==> config.mk <==
export PLATFORM = sky130hd
export DESIGN_NAME = alu_issue_ctrl
export DESIGN_NICKNAME = d
export VERILOG_FILES = /design/src/rtl/alu_issue_ctrl.sv
export SDC_FILE = /design/constraint.sdc
export NUM_CORES = 1
export LEC_CHECK = 0
export BUFFER_PORTS_ARGS = -buffer_cell sky130_fd_sc_hd__clkbuf_2
export CAP_MARGIN = 30
export CORE_MARGIN = 10
export CORE_UTILIZATION = 25
export DETAILED_ROUTE_END_ITERATION = 10
export PLACE_DENSITY = 0.63
export REMOVE_ABC_BUFFERS = 1
export SKIP_CTS_REPAIR_TIMING = 1
export SYNTH_ARGS = -nofsm -noshare
export SYNTH_HDL_FRONTEND = slang
export SYNTH_SLANG_ARGS = --single-unit
==> constraint.sdc <==
create_clock -name clock -period 3.7 [get_ports clock]
set_input_delay 0.37 -clock clock [delete_from_list [all_inputs] [get_ports clock]]
set_output_delay 0.37 -clock clock [all_outputs]
set_load 0.01 [all_outputs]
==> src/rtl/alu_issue_ctrl.sv <==
// alu_issue_ctrl: arbitrates two requesters onto one shared multi-cycle ALU.
// One operation is in flight at a time (IDLE -> EXEC -> RESP -> IDLE).
//
// Parameters
//   MUL_LAT   ALU cycles for multiply (code 4'b0110), 1..15
//   FP_LAT    ALU cycles for FP add (code 4'b1001), 1..15
// Ports
//   clock, reset_n             clock and synchronous active-low reset
//   req_valid/req_ready        per-requester request handshake (bit i = requester i)
//   req_ctrl/req_a/req_b       packed per-requester code and operands
//   alu_in1/alu_in2/alu_control  latched operation driven to the shared ALU
//   alu_result/alu_zero        ALU outputs, captured at the end of EXEC
//   rsp_valid/rsp_ready        per-requester response handshake
//   rsp_data/rsp_zero/rsp_err  captured response, shared by both requesters
//   busy                       high whenever the FSM is not idle
module alu_issue_ctrl #(
    parameter int unsigned MUL_LAT = 2,
    parameter int unsigned FP_LAT  = 3
) (
    input  logic        clock,
    input  logic        reset_n,
    input  logic [1:0]  req_valid,
    output logic [1:0]  req_ready,
    input  logic [7:0]  req_ctrl,
    input  logic [63:0] req_a,
    input  logic [63:0] req_b,
    output logic [31:0] alu_in1,
    output logic [31:0] alu_in2,
    output logic [3:0]  alu_control,
    input  logic [31:0] alu_result,
    input  logic        alu_zero,
    output logic [1:0]  rsp_valid,
    input  logic [1:0]  rsp_ready,
    output logic [31:0] rsp_data,
    output logic        rsp_zero,
    output logic        rsp_err,
    output logic        busy
);

    localparam logic [1:0] StIdle = 2'd0;
    localparam logic [1:0] StExec = 2'd1;
    localparam logic [1:0] StResp = 2'd2;

    localparam logic [3:0] MulCnt = 4'(MUL_LAT - 1);
    localparam logic [3:0] FpCnt  = 4'(FP_LAT - 1);

    logic [1:0]  state_q, state_d;
    logic [3:0]  cnt_q, cnt_d;
    logic        owner_q, owner_d;
    logic        last_q, last_d;
    logic [3:0]  ctrl_q, ctrl_d;
    logic [31:0] a_q, a_d;
    logic [31:0] b_q, b_d;
    logic [31:0] data_q, data_d;
    logic        zero_q, zero_d;
    logic        err_q, err_d;

    logic [1:0]  grant;
    logic        gnt_idx;
    logic [3:0]  sel_ctrl;

    // Round-robin: on a tie the requester not served last wins.
    always_comb begin
        grant = 2'b00;
        if (state_q == StIdle) begin
            if (req_valid == 2'b11) begin
                grant = last_q ? 2'b01 : 2'b10;
            end else begin
                grant = req_valid;
            end
        end
    end

    assign gnt_idx  = grant[1];
    assign sel_ctrl = gnt_idx ? req_ctrl[7:4] : req_ctrl[3:0];

    always_comb begin
        state_d = state_q;
        cnt_d   = cnt_q;
        owner_d = owner_q;
        last_d  = last_q;
        ctrl_d  = ctrl_q;
        a_d     = a_q;
        b_d     = b_q;
        data_d  = data_q;
        zero_d  = zero_q;
        err_d   = err_q;
        unique case (state_q)
            StIdle: begin
                if (grant != 2'b00) begin
                    owner_d = gnt_idx;
                    ctrl_d  = sel_ctrl;
                    a_d     = gnt_idx ? req_a[63:32] : req_a[31:0];
                    b_d     = gnt_idx ? req_b[63:32] : req_b[31:0];
                    if (sel_ctrl == 4'b0110) begin
                        cnt_d = MulCnt;
                    end else if (sel_ctrl == 4'b1001) begin
                        cnt_d = FpCnt;
                    end else begin
                        cnt_d = 4'd0;
                    end
                    state_d = StExec;
                end
            end
            StExec: begin
                if (cnt_q == 4'd0) begin
                    // Codes above 1001 are unsupported: fixed error response.
                    if (ctrl_q > 4'b1001) begin
                        data_d = 32'd0;
                        zero_d = 1'b1;
                        err_d  = 1'b1;
                    end else begin
                        data_d = alu_result;
                        zero_d = alu_zero;
                        err_d  = 1'b0;
                    end
                    state_d = StResp;
                end else begin
                    cnt_d = cnt_q - 4'd1;
                end
            end
            StResp: begin
                if (rsp_ready[owner_q]) begin
                    last_d  = owner_q;
                    state_d = StIdle;
                end
            end
            default: state_d = StIdle;
        endcase
    end

    always_ff @(posedge clock) begin
        if (!reset_n) begin
            state_q <= StIdle;
            cnt_q   <= 4'd0;
            owner_q <= 1'b0;
            last_q  <= 1'b1;
            ctrl_q  <= 4'd0;
            a_q     <= 32'd0;
            b_q     <= 32'd0;
            data_q  <= 32'd0;
            zero_q  <= 1'b0;
            err_q   <= 1'b0;
        end else begin
            state_q <= state_d;
            cnt_q   <= cnt_d;
            owner_q <= owner_d;
            last_q  <= last_d;
            ctrl_q  <= ctrl_d;
            a_q     <= a_d;
            b_q     <= b_d;
            data_q  <= data_d;
            zero_q  <= zero_d;
            err_q   <= err_d;
        end
    end

    assign req_ready   = grant;
    assign alu_in1     = a_q;
    assign alu_in2     = b_q;
    assign alu_control = ctrl_q;
    assign rsp_valid   = (state_q == StResp) ? (owner_q ? 2'b10 : 2'b01) : 2'b00;
    assign rsp_data    = data_q;
    assign rsp_zero    = zero_q;
    assign rsp_err     = err_q;
    assign busy        = (state_q != StIdle);

endmodule

==> reports/results.ini <==
[status]
outcome=finished clean

[synth]
synth_edf_count=0
syn_inst=556
ys_seq_area_frac=0.493
avgSynthCellArea_um2=8.03
ys_ff_latch=110
synth_ff_type=dfxtp_1
synth_top_area_cell=dfxtp_1
yosysWarnings=0
ys_types=33
synthTopCellsByArea=dfxtp_1 (49%), nand2_1 (11%), a31oi_1 (9.3%)
synth_area_mm2=0.00446
synth_top_cell_area_share=0.493
synth_async_sr_flop_share=0

[detailed_routing]
num_vias=4828
antenna_left=0
drc=0
wl_per_cell_um=16.3
viasPerCell=4.64
drt-pass1-iter-count=5
drt_wl_total_um=17000
drt_iter0_markers=341

[placed_design]
place_inst=1024
dp_hpwl_um=12700
port_buffers=281
gp_congestion=0.806

[setup_path]
path_cells=nor2_4, nand3_2, inv_2, buf_4, clkbuf_2
max_stage_delay_ns=0.35
start_kind=register
rrSetupSlack_ns=1.82
crit_fanout=21
reg2reg_from=state_q[1]
end_kind=output port
worstPathRequired_ns=3.33
path_class=register to output port
reg2regPathDepth=6
cp_slowest_cell=dfxtp_1
arrival_ns=1.84
rr_endpoint=cnt_q[1]

[clocking]
cts.sinks=110
cts_root_buf=clkbuf_16
cts_made_buffers=9
path_clk_slew_ns=0.08
cts_tree=done
cts_max_level=3
clockBufferDepth=2
clock_latency_ns=0.35

[finish]
nets=987
instances_no_fill=1040
final_common_cell=clkbuf_2
num_antenna_cells=0
fillerInstances=1848
syn2layout_area_growth_pct=42.1
layout_common_cells=clkbuf_2 (281), nand2_1 (135), dfxtp_1 (110), o21ai_0 (76), a31oi_1 (66)
layout-drive-gt1-share=0.384
multi_input_area_mm2=0.00202
regArea_mm2=0.00220

[die]
die_area_mm2=0.0236
start_util=0.256
num_rows=48
core-area_mm2=0.0174
ioPinCount=282
die_y_um=154
die_w_um=154

[sta]
hold_viol=0
fin_skew_ns=0.00828
slew_headroom=0.463
setup_viol=0
tns_ns=0
min_period_over_period=0.597
slew_viol_final=0
min_period_ns=2.21
rsz0062_at_grt=no
max_freq_mhz=453
holdWs_ns=0.238
tightest_slew_ns=0.806

[min_path]
hold_end=rsp_zero
hold_path.class=primary input to register
worstHoldPathCells=3
hold_path_startpoint=alu_zero

[global_route]
grt_usage=0.136
first_global_vias=4717
grt_first_pass_wirelength_um=26300
antenna_found_initial=0
overflow=0
grt_max_degree=91

[run]
cap_violations=0

[pwr]
swShare=0.352
power.share.clock=0.268
power.share.combinational=0.326
intPower_uw=2450
p_switching_uw=1330
ir_drop_uv=255
power_density_mw_per_mm2=597
leakage_uw=0.00306
p_seq_frac=0.407

==> how the worst max path moves through the flow <==
stage / start / endpoint / slack, ns
4_1_cts: state_q[1] / req_ready[1] / 1.43
3_5_place_dp: req_valid[0] / cnt_q[1] / 1.74
6_report: state_q[1] / req_ready[1] / 1.49
2_1_floorplan: state_q[1] / cnt_q[0] / -1.05
3_3_place_gp: cnt_q[0] / rsp_data[5] / 1.49
5_1_grt: state_q[1] / req_ready[1] / 1.28
==> synth_stat cells (2+ instances only) <==
library cell,number
nand2_1,135
dfxtp_1,110
o21ai_0,76
a31oi_1,66
nor2_1,41
a22oi_1,32
buf_2,25
clkbuf_1,18
a21oi_1,10
mux2i_1,6
inv_1,5
buf_4,4
or3_1,3
a211oi_1,2
ha_1,2
inv_2,2
nor2b_1,2
nor3_1,2
==> power by group through the flow <==
| stage | clock (uW) | sequential (uW) | combinational (uW) |
|---|---|---|---|
| floorplan | 0 | 1660 | 567 |
| global placement | 0 | 1560 | 1220 |
| detailed placement | 0 | 1560 | 1250 |
| CTS | 1050 | 1540 | 1250 |
| global route | 1090 | 1570 | 1380 |
| finish | 1010 | 1540 | 1230 |
==> critical path, delay by kind of cell (launching register included) <==
kind                   cells  cell delay, ns
buffers and inverters      3            0.84
flip-flops                 1            0.35
AND/OR/NAND/NOR            2            0.28
==> flip-flops by register name (all words and copies together) (netlist names) <==
name,flops
alu_control,4
alu_in1,32
alu_in2,32
cnt_q,4
last_q,1
owner_q,1
rsp_data,32
rsp_err,1
rsp_zero,1
state_q,2
==> logic make-up after synthesis <==
family / count (synthesis) / synth area share
DFF: 110 / 0.493
buffers and inverters: 55 / 0.0566
AOI/OAI and AO/OA: 190 / 0.256
adders and majority gates: 2 / 0.00561
muxes: 6 / 0.0135
and+or+nand+nor: 193 / 0.175
==> cell type report <==
type / count / area share
Sequential cell: 110 / 0.347
Multi-Input combinational cell: 391 / 0.318
Timing Repair Buffer: 290 / 0.238
Tap cell: 225 / 0.0444
Clock buffer: 10 / 0.0377
Clock inverter: 6 / 0.0107
Inverter: 8 / 0.00473
==> routing by layer <==
| metal | part of all wire | GRT usage | vias up | wire length [um] |
|---|---|---|---|---|
| met1 | 0.41 | 0.157 | 2214 | 6950 |
| li1 | - | - | 2452 | - |
| met5 | 0 | 0 | - | 0 |
| met2 | 0.50 | 0.232 | 146 | 8460 |
| met4 | 0.018 | 0.0436 | 0 | 305 |
| met3 | 0.074 | 0.0466 | 16 | 1250 |
==> metrics by stage <==
stage | utilization | total power, uW | instance area [um^2] | setup WS (ns)
after detailed placement | 0.347 | 2810 | 6040 | 1.74
final | 0.364 | 3780 | 6340 | 1.49
after floorplan | - | 2230 | 4240 | -1.05
after global routing | 0.364 | 4040 | 6340 | 1.28
after CTS | 0.364 | 3840 | 6340 | 1.43
after global placement | 0.345 | 2790 | 6010 | 1.49
(Power assumes the default switching activity.)
